### config.mk
export PLATFORM = sky130hd
export DESIGN_NAME = instr_seq_ctrl_flat
export DESIGN_NICKNAME = d
export VERILOG_FILES = /design/src/rtl/instr_seq_ctrl_if.sv /design/src/rtl/instr_seq_ctrl.sv /design/src/flat_wrapper.sv
export SDC_FILE = /design/constraint.sdc
export NUM_CORES = 1
export LEC_CHECK = 0
export CAP_MARGIN = 20
export CORE_MARGIN = 4
export CORE_UTILIZATION = 30
export CTS_CLUSTER_DIAMETER = 30
export CTS_CLUSTER_SIZE = 28
export DETAILED_ROUTE_END_ITERATION = 10
export PLACE_DENSITY_LB_ADDON = 0.2
export RECOVER_POWER = 100
export SLEW_MARGIN = 30
export SYNTH_ARGS = -nofsm -noshare
export SYNTH_HDL_FRONTEND = slang
export SYNTH_SLANG_ARGS = --single-unit
### constraint.sdc
create_clock -name clk -period 1.4 [get_ports clk]
set_input_delay 0.14 -clock clk [delete_from_list [all_inputs] [get_ports clk]]
set_output_delay 0.14 -clock clk [all_outputs]
set_load 0.005 [all_outputs]
### src/rtl/instr_seq_ctrl_if.sv
// Control bus between instr_seq_ctrl (master) and the ROM / regfile / ALU / data-memory
// datapath (slave). Widths follow the controller parameters.
interface instr_seq_ctrl_if #(
  parameter int PC_W   = 8,
  parameter int REG_AW = 3,
  parameter int IMM_W  = 9
);
  logic [PC_W-1:0]   rom_addr;
  logic [15:0]       rom_data;
  logic [REG_AW-1:0] rf_ra;
  logic [REG_AW-1:0] rf_rb;
  logic [REG_AW-1:0] rf_wa;
  logic              rf_we;
  logic              rf_wsel;
  logic              alu_bsel;
  logic [IMM_W-1:0]  imm;
  logic              mem_we;
  logic              mem_re;

  modport master (
    output rom_addr, rf_ra, rf_rb, rf_wa, rf_we, rf_wsel, alu_bsel, imm, mem_we, mem_re,
    input  rom_data
  );

  modport slave (
    input  rom_addr, rf_ra, rf_rb, rf_wa, rf_we, rf_wsel, alu_bsel, imm, mem_we, mem_re,
    output rom_data
  );
endinterface

### src/rtl/instr_seq_ctrl.sv
// Multi-cycle sequencer for the 16-bit ROM datapath (NOP/ADD/ADDI/ST/LD/HALT).
// Optional single-step gating of every fetch is enabled by defining STEP_EN.
module instr_seq_ctrl #(
  parameter int PC_W   = 8,
  parameter int REG_AW = 3,
  parameter int IMM_W  = 9
) (
  input  logic clk,
  input  logic rst_n,
  input  logic start,
`ifdef STEP_EN
  input  logic step,
`endif
  instr_seq_ctrl_if.master bus,
  output logic busy,
  output logic halted,
  output logic illegal
);

  typedef enum logic [2:0] {
    S_IDLE,
    S_FETCH,
    S_DECODE,
    S_EXEC,
    S_MEM,
    S_WB,
    S_HALT
`ifdef STEP_EN
    , S_STEP
`endif
  } state_t;

  localparam logic [3:0] OP_NOP  = 4'h0;
  localparam logic [3:0] OP_ADD  = 4'h1;
  localparam logic [3:0] OP_ADDI = 4'h2;
  localparam logic [3:0] OP_ST   = 4'h3;
  localparam logic [3:0] OP_LD   = 4'h4;
  localparam logic [3:0] OP_HALT = 4'hF;

  state_t            state_q, state_d;
  state_t            fetch_entry;
  logic [PC_W-1:0]   pc_q, pc_d;
  logic [15:0]       ir_q, ir_d;
  logic [3:0]        opcode;

  assign opcode = ir_q[15:12];

  // Every path into FETCH goes through fetch_entry so step gating lives in one place.
`ifdef STEP_EN
  assign fetch_entry = S_STEP;
`else
  assign fetch_entry = S_FETCH;
`endif

  always_ff @(posedge clk or negedge rst_n) begin
    if (!rst_n) begin
      state_q <= S_IDLE;
      pc_q    <= '0;
      ir_q    <= '0;
    end else begin
      state_q <= state_d;
      pc_q    <= pc_d;
      ir_q    <= ir_d;
    end
  end

  always_comb begin
    state_d = state_q;
    pc_d    = pc_q;
    ir_d    = ir_q;
    unique case (state_q)
      S_IDLE, S_HALT: begin
        if (start) begin
          state_d = fetch_entry;
          pc_d    = '0;
        end
      end
`ifdef STEP_EN
      S_STEP: begin
        if (step) state_d = S_FETCH;
      end
`endif
      S_FETCH: begin
        ir_d    = bus.rom_data;
        state_d = S_DECODE;
      end
      S_DECODE: begin
        state_d = fetch_entry;
        pc_d    = pc_q + PC_W'(1);
        case (opcode)
          OP_ADD, OP_ADDI: state_d = S_EXEC;
          OP_ST, OP_LD:    state_d = S_MEM;
          OP_HALT: begin
            state_d = S_HALT;
            pc_d    = pc_q;
          end
          default: state_d = fetch_entry;
        endcase
      end
      S_EXEC:  state_d = S_WB;
      S_MEM:   state_d = (opcode == OP_LD) ? S_WB : fetch_entry;
      S_WB:    state_d = fetch_entry;
      default: state_d = S_IDLE;
    endcase
  end

  // Outputs decode only state_q and ir_q, so ROM data never reaches them combinationally.
  assign bus.rom_addr = pc_q;
  assign bus.rf_ra    = ir_q[11 -: REG_AW];
  assign bus.rf_rb    = ir_q[8 -: REG_AW];
  assign bus.rf_wa    = ir_q[11 -: REG_AW];
  assign bus.imm      = ir_q[IMM_W-1:0];
  assign bus.rf_we    = (state_q == S_WB);
  assign bus.rf_wsel  = (state_q == S_WB) && (opcode == OP_LD);
  assign bus.alu_bsel = ((state_q == S_EXEC) || (state_q == S_WB)) && (opcode == OP_ADDI);
  assign bus.mem_we   = (state_q == S_MEM) && (opcode == OP_ST);
  assign bus.mem_re   = (state_q == S_MEM) && (opcode == OP_LD);

  assign busy    = !((state_q == S_IDLE) || (state_q == S_HALT));
  assign halted  = (state_q == S_HALT);
  assign illegal = (state_q == S_DECODE) && (opcode > OP_LD) && (opcode < OP_HALT);

endmodule
### src/flat_wrapper.sv
// flat-port wrapper written by rule: the top's interface ports become plain ports
module instr_seq_ctrl_flat 
#(
  parameter int PC_W   = 8,
  parameter int REG_AW = 3,
  parameter int IMM_W  = 9
)
  (clk, rst_n, start, busy, halted, illegal, bus_rom_addr, bus_rf_ra, bus_rf_rb, bus_rf_wa, bus_rf_we, bus_rf_wsel, bus_alu_bsel, bus_imm, bus_mem_we, bus_mem_re, bus_rom_data);
  instr_seq_ctrl_if #(.PC_W(PC_W), .REG_AW(REG_AW), .IMM_W(IMM_W)) bus_i ();
  input  logic clk;
  input  logic rst_n;
  input  logic start;
  output logic busy;
  output logic halted;
  output logic illegal;
  output wire logic [$bits(bus_i.rom_addr)-1:0] bus_rom_addr;
  output wire logic [$bits(bus_i.rf_ra)-1:0] bus_rf_ra;
  output wire logic [$bits(bus_i.rf_rb)-1:0] bus_rf_rb;
  output wire logic [$bits(bus_i.rf_wa)-1:0] bus_rf_wa;
  output wire logic [$bits(bus_i.rf_we)-1:0] bus_rf_we;
  output wire logic [$bits(bus_i.rf_wsel)-1:0] bus_rf_wsel;
  output wire logic [$bits(bus_i.alu_bsel)-1:0] bus_alu_bsel;
  output wire logic [$bits(bus_i.imm)-1:0] bus_imm;
  output wire logic [$bits(bus_i.mem_we)-1:0] bus_mem_we;
  output wire logic [$bits(bus_i.mem_re)-1:0] bus_mem_re;
  input wire logic [$bits(bus_i.rom_data)-1:0] bus_rom_data;
  assign bus_rom_addr = bus_i.rom_addr;
  assign bus_rf_ra = bus_i.rf_ra;
  assign bus_rf_rb = bus_i.rf_rb;
  assign bus_rf_wa = bus_i.rf_wa;
  assign bus_rf_we = bus_i.rf_we;
  assign bus_rf_wsel = bus_i.rf_wsel;
  assign bus_alu_bsel = bus_i.alu_bsel;
  assign bus_imm = bus_i.imm;
  assign bus_mem_we = bus_i.mem_we;
  assign bus_mem_re = bus_i.mem_re;
  assign bus_i.rom_data = bus_rom_data;
  instr_seq_ctrl #(.PC_W(PC_W), .REG_AW(REG_AW), .IMM_W(IMM_W)) u_core (.clk(clk), .rst_n(rst_n), .start(start), .bus(bus_i), .busy(busy), .halted(halted), .illegal(illegal));
endmodule
* Yosys cells after proc, flatten, opt, wreduce, memory -nomap -nowiden
Index checks and enable logic that the tools add are counted.
** Word-level totals
- Register bits after elaboration :: 27
- Input port bits :: 19
- Output and inout port bits :: 34
- Logic and storage cells :: 41
** Operators by class
- Add/sub/neg operators :: 1
- $lt $le $gt $ge :: 2
- Equal/unequal tests :: 13
- Mux-type cells :: 7
- Reductions and logical operators :: 15
** Operators by type and width (count)
- 3-bit one-hot mux with 6 select lines :: 1
- 8-bit 2-to-1 mux :: 2
- 8-bit one-hot mux with 2 select lines :: 1
- 3-bit equality test, second input constant :: 3
- 3-bit one-hot mux with 3 select lines :: 1
- 8-bit by 1-bit adder with 8-bit output, second input constant :: 1
- 4-bit by 2-bit equality test with 1-bit output, second input constant :: 2
- 3-bit by 2-bit equality test with 1-bit output, second input constant :: 2
- 1-bit logical AND :: 6
- 3-bit 2-to-1 mux :: 2
- 2-bit OR reduction :: 3
- 4-bit by 1-bit equality test with 1-bit output, second input constant :: 1
- 4-bit by 3-bit equality test with 1-bit output, second input constant :: 1
- 4-bit equality test, second input constant :: 1
- 4-bit by 3-bit greater-than comparator with 1-bit output, second input constant :: 1
- 4-bit less-than comparator, second input constant :: 1
- 2-bit inequality test, second input constant :: 2
- 3-bit by 1-bit equality test with 1-bit output, second input constant :: 1
- 3-bit logical NOT :: 1
- 3-bit AND reduction :: 1
- 1-bit logical OR :: 2
- 2-bit nonzero test :: 1
- 1-bit logical NOT :: 1

* Depth between registers and ports, before layout
Gate-level depths: netlist (run 1).
- Depth in word-level cells :: 4
- Mapped depth :: 6
- Mapped depth without buffers :: 4

* Worst setup path after synthesis (run 1)
Ideal clock, no wire load.
- Path type :: reg2reg
- From :: register u_core.state_q[1]
- To :: register u_core.ir_q[10]
- Library setup time :: 0.125 ns
- Data arrival time :: 1.334 ns
- Data required time :: 1.275 ns
- Slack :: -0.059 ns
- Stages on the path, launching flop included :: 5
- Buffers on the path :: 2
- Period minus slack after synthesis :: 1.459 ns
- Path through :: dfrtp_1 buf_4 nor3_4 buf_8 mux2_4
** On the way
- Word-level cells in the longest chain between the ends :: 1
** RTL lines
- start: declaration :: line instr_seq_ctrl.sv:40 : state_t state_q, state_d;
- start signal: assignment :: line instr_seq_ctrl.sv:61 : state_q <= state_d;
- 3-bit by 1-bit equality test with 1-bit output :: line instr_seq_ctrl.sv:71 : unique case (state_q)
- end signal: assignment :: line instr_seq_ctrl.sv:63 : ir_q <= ir_d;
- end: declaration :: line instr_seq_ctrl.sv:43 : logic [15:0] ir_q, ir_d;
No other way between the ends.
A chain may end at the register's enable or synchronous reset.

* Worst setup path in the final report (run 1)
- From :: register u_core.state_q[1]
- To :: output bus_rf_wsel
** On the way
- Word-level cells in the longest chain between the ends :: 2
** RTL lines
- 3-bit equality test :: line instr_seq_ctrl.sv:114 : assign bus.rf_wsel = (state_q == S_WB) && (opcode == OP_LD);
- 1-bit logical AND :: line instr_seq_ctrl.sv:114
- end: declaration :: line flat_wrapper.sv:21 : output wire logic [$bits(bus_i.rf_wsel)-1:0] bus_rf_wsel;
No other way between the ends.

==> results of run 1 <==
==> worst max-delay path, cell delays in order (launching register included) <==
cell	delay (ns)
dfrtp_1	0.41
buf_6	0.14
nand2b_4	0.16
buf_4	0.14
nor3_2	0.08
buf_2	0.13
==> report_power, final <==
group          internal (W)  switching [W]  leakage [nW]
Combinational       0.00230        0.00141         0.749
Clock              0.000204       0.000248        0.0228
Sequential          0.00110       0.000249         0.334
Total               0.00361        0.00191          1.11
==> metal layers <==
metal	vias up	part of all wire, %	track usage, %
met5	-	0	0
met4	0	1.5	5.15
met3	6	5.4	3.63
met2	31	52	23.3
met1	664	41	16.1
li1	660	-	-
==> sequential cells by signal (all words and copies together), names as in the netlist <==
register and count:
u_core.bus.rom_addr 8, u_core.ir_q 16, u_core.state_q 3
==> area by class of cell <==
cell class,count,area (um2)
repair buffers,96,877
well taps,67,83.8
fillers,443,2300
flip-flops and latches,27,677
clock buffers,4,45.0
inverters,6,27.5
multi-input cells,90,811
==> kinds of logic (layout without fill, tap and decap cells) <==
logic type	after synthesis	in the layout	share of synthesized area, %
compound gates	32	32	12.5
simple gates	40	40	14.4
mux	16	16	13.4
xor+xnor	1	1	0.573
fa+ha+maj	1	1	0.819
buf+inv	31	106	14.0
flops	27	27	44.2
==> what timing repair did <==
action,in CTS,in global routing
resized for setup,74,23
endpoints found under the setup margin,26,35
pin swaps,14,12
buffers inserted,14,10
==> worst max path at each step <==
stage | start | to | slack (ns) | cells past startpoint
2_1_floorplan | u_core.state_q[0] | u_core.ir_q[10] | -0.05 | 5
3_3_place_gp | u_core.ir_q[13] | bus_mem_re | -0.15 | 4
3_5_place_dp | u_core.ir_q[13] | bus_mem_re | -0.16 | 4
4_1_cts | u_core.state_q[1] | bus_alu_bsel | -0.06 | 5
5_1_grt | u_core.ir_q[12] | bus_alu_bsel | -0.13 | 5
6_report | u_core.state_q[1] | bus_rf_wsel | -0.07 | 5
==> cell usage after synthesis (all sizes together) (3+ instances only) <==
library cell	number	area share, %
dfrtp	27	44
buf	25	12
mux2	15	13
o21ai	13	4.3
nand2	9	2.2
nor2	7	1.7
a21oi	6	2.0
inv	6	1.6
nand3	6	2.0
nor3	4	2.0
nand4	3	1.2
o22ai	3	1.2
==> stage by stage <==
stage               hold slack, ns  setup TNS [ns]  utilization, %  total power, W  worst slack, ns
floorplan                   -0.156          -0.369               -         0.00309          -0.0527
global placement             0.488          -0.874            44.3         0.00404           -0.151
detailed placement           0.495           -1.03            44.3         0.00410           -0.159
CTS                          0.254          -0.222            49.4         0.00521          -0.0631
global route                 0.448           -2.34            52.3         0.00589           -0.127
finish                       0.432          -0.569            52.3         0.00552          -0.0721
==> qor.csv, run 1 <==
stage,metric,value,unit
routing,dr.pass1.iters,4,
placement,dp_hpwl,2660,um
placement,port_buffers,52,
placement,dp_cells,267,
pwr,irDropWorstVdd,1.06,mV
timing,slew_viol_final,0,
timing,hold_viol,0,
timing,fmax,679,MHz
worst_setup_path,timing.rr.start,u_core.ir_q[12],
routing,drc,0,
grt,grt_max_degree,28,
timing,setup_viol,21,
min_path,hold_class,in2async,
clock_tree,cts_tree,done,
routing,wire_per_inst,14.2,um
final_layout,drive_gt1_share,46.2,%
timing,fin_worst_skew,0.00394,ns
routing,drt_iter0_drc,35,
floorplan,die_area,6300,um2
synth,yosys_warnings,0,
floorplan,start_util,31.7,%
clock_tree,htreeDepth,1,
synth,synth_ff_type,dfrtp_1,
clock_tree,cts_buffers,3,
clock_tree,cts_buffer_depth,2,
routing,antenna_left,0,
pwr,power_density,2190,nW/um2
final_layout,fin_nets,244,
clock_tree,clock_sink_count,27,
pwr,cellLeakagePower,1.11,nW
clock_tree,root_buffer,clkbuf_8,
synth,yosysSeqAreaShare,44.2,%
grt,grt-ovfl-total,0,
grt,grt_pass1_vias,1392,
worst_setup_path,critical_path_class,reg2out,
grt,grt_antenna_before_repair,0,
floorplan,core,4820,um2
worst_setup_path,cp-start-kind,flop,
grt,grt_util_all_layers,13.6,%
final_layout,diodes,0,
floorplan,die_x,79.4,um
run_status,violations,negative setup slack,
synth,synthDistinctLibCells,37,
final_layout,synthToLayoutAreaGrowth,65.0,%
final_layout,mostFrequentLayoutCell,clkdlybuf4s50_1,
routing,wl,4130,um
run_status,status,"finished, violations left",
timing,post-route-period-util,105,%
placement,place_area,2130,um2
synth,async_flop_share,100,%
synth,synthCells,148,
clock_tree,worstSkewPairLatency,0.27,ns
synth,synth_fp_nets,168,
timing,layout_setup_ws,-0.0721,ns
placement,gp_congestion,0.768,
job,maxCapViolCount,0,
worst_setup_path,worstReg2RegEnd,u_core.state_q[1],
grt,grt_pass1_wl,6780,um
worst_setup_path,arrival,1.33,ns
routing,vias,1361,
worst_setup_path,rrSetupSlack,-0.05,ns
floorplan,num_io_pins,53,
timing,rsz0062_at_grt,true,
floorplan,die_h,79.4,um
final_layout,final_cell_mix,"clkdlybuf4s50_1, buf_4, dfrtp_1",
timing,min_period,1.47,ns
routing,via_per_inst,4.69,
clock_tree,clk_pin_slew,0.09,ns
worst_setup_path,cp_max_fo,5,
worst_setup_path,crit_required,1.26,ns
floorplan,std_cell_rows,25,
timing,tightest_slew,0.693,ns
synth,synth-edff-count,0,
clock_tree,postCtsHoldBufs,0,
synth,synth-seq-cells,27,
final_layout,final_area,2520,um2
synth,avgSynthCellArea,10.3,um2
timing,max-slew-margin-rel,53.8,%
final_layout,layout.cells.non_filler,290,
synth,syn-cell-area,1530,um2
worst_setup_path,cp-end-kind,output pin,
worst_setup_path,ff2ff_path_depth,5,
Note: power is estimated with default switching activity, not from simulation.
==> run 2, diff against run 1 <==
- CORE_UTILIZATION: 30 -> 55
- DONT_BUFFER_PORTS: unset -> 1
==> run 2 against run 1 <==
The flow still finishes with violations (negative setup slack). Global-route usage rose by 7.0 points. Clock-buffer cell count fell by 1. Sequential share of layout area rose by 5.6 points. Design area fell by 17%. Clock power fell by 19%. Via count fell by 7.6%. Wire length rose by 1.9%. Clock skew rose by 0.0054 ns.
==> qor.csv, run 2 (synthesis gave the netlist of run 1 again) <==
stage,metric,value,unit
run_status,status,"finished, violations left",
run_status,violations,negative setup slack,
clock_tree,cts_buffer_depth,2,
clock_tree,htreeDepth,1,
clock_tree,cts_buffers,3,
timing,setup_viol,28,
timing,hold_viol,0,
clock_tree,clk_pin_slew,0.16,ns
floorplan,core,2570,um2
routing,wire_per_inst,19.9,um
pwr,irDropWorstVdd,1.74,mV
pwr,power_density,2270,nW/um2
timing,min_period,1.52,ns
worst_setup_path,ff2ff_path_depth,4,
timing,tightest_slew,0.653,ns
routing,wl,4210,um
routing,drt_iter0_drc,82,
placement,port_buffers,0,
min_path,min_path_cells,2,
final_layout,drive_gt1_share,46.4,%
routing,antenna_left,0,
timing,finalSetupTns,-1.87,ns
floorplan,die_area,3690,um2
timing,fmax,656,MHz
worst_setup_path,cp-start-kind,flop,
floorplan,start_util,59.5,%
final_layout,regMostFlops,u_core.ir_q,
floorplan,std_cell_rows,18,
worst_setup_path,crit_required,1.26,ns
floorplan,die_h,60.7,um
clock_tree,cts_tree,done,
worst_setup_path,crit_chain,"buf_6, nand4_1, buf_6, nand2_4, a21oi_2",
timing,post-route-period-util,109,%
job,maxCapViolCount,0,
timing,hold_ws,0.0600,ns
worst_setup_path,cp_max_fo,3,
final_layout,fin_nets,202,
worst_setup_path,cp-end-kind,output pin,
worst_setup_path,cpPeakStageDelay,0.45,ns
final_layout,mostFrequentLayoutCell,dfrtp_1,
worst_setup_path,rrSetupSlack,-0.09,ns
clock_tree,clock_sink_count,27,
final_layout,synthToLayoutAreaGrowth,37.4,%
timing,fin_worst_skew,0.00936,ns
worst_setup_path,cp_common_cell,buf_6,
timing,layout_setup_ws,-0.125,ns
routing,via_per_inst,5.96,
min_path,hold_class,in2reg,
placement,gp_congestion,0.808,
timing,max-slew-margin-rel,56.5,%
grt,grt_max_degree,28,
grt,grt_util_all_layers,20.6,%
pwr,total_power,0.00477,W
routing,drc,0,
routing,vias,1257,
grt,met1_usage,24.8,%
placement,dp_hpwl,2070,um
final_layout,final_cell_mix,"dfrtp_1, dlygate4sd3_1, buf_4",
grt,grtUsageMet2,36.5,%
placement,place_ws,0.0206,ns
final_layout,diodes,0,
grt,grt_pass1_vias,1247,
pwr,cellLeakagePower,0.913,nW
grt,grt_pass1_wl,5670,um
routing,dr.pass1.iters,4,
clock_tree,worstSkewPairLatency,0.34,ns
floorplan,num_io_pins,53,
grt,grt_use_met3,3.62,%
floorplan,die_x,60.7,um
clock_tree,root_buffer,clkbuf_4,
grt,grt-ovfl-total,0,
grt,grt_antenna_before_repair,0,
worst_setup_path,cp_slowest_cell,dfrtp_1,
worst_setup_path,critical_path_class,reg2out,
final_layout,largest_register_ffs,16,
timing,rsz0062_at_grt,true,
timing,slew_viol_final,0,
worst_setup_path,arrival,1.38,ns
grt,busiest_layer,met2,
run 2: changes by cell type in the layout (fill, tap and decap cells not counted), sizes merged:
cell,delta
clkbuf,+2
clkinvlp,+1
dlygate4sd2,-1
dlygate4sd3,+15
clkdlybuf4s50,-40
buf,-18
clkdlybuf4s15,-1
run 2: routing by layer:
layer  share of wire [%]  vias up  routed length [um]
li1                    -      576                   -
met1                  39      610                1660
met2                  52       61                2170
met3                 7.0       10                 294
met4                 2.0        0                  82
met5                   0        -                   0
run 2: power breakdown:
group	switching, W	internal (W)
sequential	0.000358	0.00111
combinational	0.00130	0.00164
clock	0.000256	0.000109
run 2: final timing paths:
| kind | from | end |
|---|---|---|
| max reg2reg | u_core.state_q[1] | u_core.ir_q[11] |
| min in group asynchronous | rst_n | u_core.bus.rom_addr[1] |
| max in group asynchronous | rst_n | u_core.state_q[0] |
| min | start | u_core.state_q[1] |
| min reg2reg | u_core.bus.rom_addr[6] | u_core.bus.rom_addr[6] |
| max | u_core.ir_q[12] | illegal |
run 2: critical path: cells and delay by family, from the launching register on:
family	cells	cell delay, ns
flops	1	0.45
buf+inv	2	0.28
simple gates	2	0.18
compound gates	1	0.13
run 2: repair_timing:
action | in CTS | in global routing
resized for setup | 32 | 42
endpoints found under the hold margin | 44 | 0
setup endpoints to repair | 9 | 33
buffers inserted | 12 | 7
hold buffers | 19 | 0
cloned | 0 | 2
pin swaps | 4 | 14
run 2: cell type report:
cell class,instances,area [um2]
repair buffers,54,514
clock inverters,1,7.51
flip-flops and latches,27,681
fillers,149,468
multi-input cells,90,807
clock buffers,3,22.5
well taps,30,37.5
inverters,6,30.0
run 2: metrics by stage:
| stage | area [um2] | util [%] | instances |
|---|---|---|---|
| 6_report | 2100 | 81.8 | 211 |
| 5_1_grt | 2100 | 81.8 | 211 |
| 4_1_cts | 1930 | 75.0 | 203 |
| 3_5_place_dp | 1490 | 58.1 | 168 |
| 3_3_place_gp | 1490 | 58.1 | 168 |
| 2_1_floorplan | 1530 | - | 148 |
==> run 3, diff against run 2 <==
- ABC_CLOCK_PERIOD_IN_PS: unset -> 1400
- CORE_MARGIN: 4 -> 3
- CTS_CLUSTER_SIZE: 28 -> unset
==> run 3 against run 2 <==
The run still ends with negative setup slack left. Utilization is 3.9 points lower. First-iteration DRC count shrank 39%. Cell count decreased by 2.4%. Via count decreased by 5.0%. Wire length down 15%. Sequential cell count did not move. Clock-buffer cell count unchanged.
==> qor.csv, run 3 (synthesis gave the netlist of run 1 again) <==
stage,metric,value,unit
placement,port_buffers,0,
timing,layout_setup_ws,-0.0493,ns
grt,grt-ovfl-total,0,
floorplan,core,2570,um2
min_path,hold_class,in2reg,
run_status,status,"finished, violations left",
worst_setup_path,crit_required,1.26,ns
final_layout,diodes,0,
worst_setup_path,cp-start-kind,flop,
floorplan,die_area,3450,um2
worst_setup_path,cpPeakStageDelay,0.48,ns
floorplan,num_io_pins,53,
grt,grt_max_degree,28,
worst_setup_path,crit_chain,"nand2b_4, buf_6, nor3_4",
floorplan,start_util,59.5,%
routing,vias,1194,
timing,rsz0062_at_grt,true,
final_layout,fin_nets,197,
final_layout,regMostFlops,u_core.ir_q,
timing,fin_worst_skew,0.00403,ns
timing,tightest_slew,0.665,ns
final_layout,final_cell_mix,"dfrtp_1, dlygate4sd3_1, buf_4",
timing,hold_viol,0,
clock_tree,cts_tree,done,
timing,fmax,690,MHz
routing,drc,0,
clock_tree,worstSkewPairLatency,0.32,ns
clock_tree,clk_pin_slew,0.15,ns
placement,dp_cells,164,
run_status,violations,negative setup slack,
floorplan,die_h,58.7,um
clock_tree,cts_buffers,3,
routing,wirelength_met1,1430,um
grt,grt_pass1_wl,5310,um
routing,dr_wl_met2,1920,um
clock_tree,clock_sink_count,27,
clock_tree,cts_buffer_depth,2,
final_layout,drive_gt1_share,45.5,%
pwr,power_density,2210,nW/um2
timing,slew_viol_final,0,
grt,grt_util_all_layers,20.1,%
pwr,irDropWorstVdd,1.98,mV
timing,hold_ws,0.0634,ns
timing,setup_viol,12,
routing,wl,3590,um
worst_setup_path,arrival,1.31,ns
grt,grt_antenna_before_repair,0,
placement,dp_hpwl,1990,um
clock_tree,root_buffer,clkbuf_4,
routing,route.met3.wl,195,um
routing,top_layer_used,met4,
timing,max-slew-margin-rel,55.7,%
routing,antenna_left,0,
final_layout,synthToLayoutAreaGrowth,30.9,%
worst_setup_path,cp_max_fo,4,
routing,wire_per_inst,17.4,um
placement,gp_congestion,0.788,
job,maxCapViolCount,0,
timing,min_period,1.45,ns
routing,via_per_inst,5.80,
routing,dr.pass1.iters,4,
pwr,cellLeakagePower,0.864,nW
worst_setup_path,critical_path_class,reg2out,
floorplan,die_x,58.7,um
final_layout,layout.cells.non_filler,206,
floorplan,std_cell_rows,18,
grt,grt_pass1_vias,1125,
routing,drt_iter0_drc,50,
worst_setup_path,cp_slowest_cell,dfrtp_2,
final_layout,mostFrequentLayoutCell,dfrtp_1,
timing,post-route-period-util,104,%
timing,finalSetupTns,-0.343,ns
clock_tree,htreeDepth,1,
worst_setup_path,cp-end-kind,output pin,
final_layout,largest_register_ffs,16,
## run 3: cell count changes in the layout (fill, tap and decap cells not counted), moves of 2 or more
cell / previous run / this run
nor3_2: 2 / 0
mux2_4: 15 / 7
o21ai_1: 10 / 7
mux2_2: 0 / 8
o21ai_0: 2 / 6
nand3_2: 2 / 0
buf_6: 13 / 10
## run 3: path summary, 6_finish.rpt
check	cells after the start	start	slack, ns	end
worst max-delay path	3	u_core.state_q[1]	-0.05	bus_mem_re
worst min-delay path	2	start	0.06	u_core.state_q[1]
worst max register to register	4	u_core.state_q[1]	-0.03	u_core.ir_q[13]
worst min register to register	1	u_core.bus.rom_addr[4]	0.55	u_core.bus.rom_addr[4]
max in group asynchronous	2	rst_n	0.55	u_core.ir_q[14]
min in group asynchronous	2	rst_n	0.39	u_core.bus.rom_addr[7]
## run 3: final cells by class
cell class / instances / area (um2)
Clock buffer: 3 / 22.5
Sequential cell: 27 / 681
Fill cell: 154 / 568
Inverter: 6 / 25.0
Clock inverter: 1 / 5.00
Multi-Input combinational cell: 90 / 779
Tap cell: 30 / 37.5
Timing Repair Buffer: 49 / 449
## run 3: worst max-delay path: cells and delay by family, from the launching register on
family / cells / cell delay, ns
buf+inv: 1 / 0.13
flops: 1 / 0.48
simple gates: 2 / 0.36
## run 3: power by group
part	switching [W]	internal, W	total, W
logic	0.00116	0.00143	0.00259
registers	0.000373	0.00111	0.00148
clock network	0.000231	0.000107	0.000339
total	0.00176	0.00265	0.00441
## run 3: timing repair
item,4_1_cts,5_1_grt
endpoints found under the setup margin,8,33
pin swaps,5,10
resized for setup,28,29
endpoints found under the hold margin,44,0
hold buffers,19,0
buffers inserted,14,5
## run 3: metal layers
| metal | vias to the layer above | track usage, % |
|---|---|---|
| li1 | 561 | - |
| met1 | 573 | 25.5 |
| met2 | 54 | 34.3 |
| met3 | 6 | 2.85 |
| met4 | 0 | 8.41 |
| met5 | - | 0 |
## run 3: per-stage QoR
stage | setup WS [ns] | instance area [um2] | power [W] | utilization [%]
global placement | 0.0336 | 1460 | 0.00303 | 56.9
floorplan | -0.0527 | 1530 | 0.00309 | -
CTS | -0.0416 | 1890 | 0.00401 | 73.5
finish | -0.0493 | 2000 | 0.00441 | 77.9
detailed placement | 0.0140 | 1460 | 0.00308 | 56.9
global route | -0.105 | 2000 | 0.00468 | 77.9
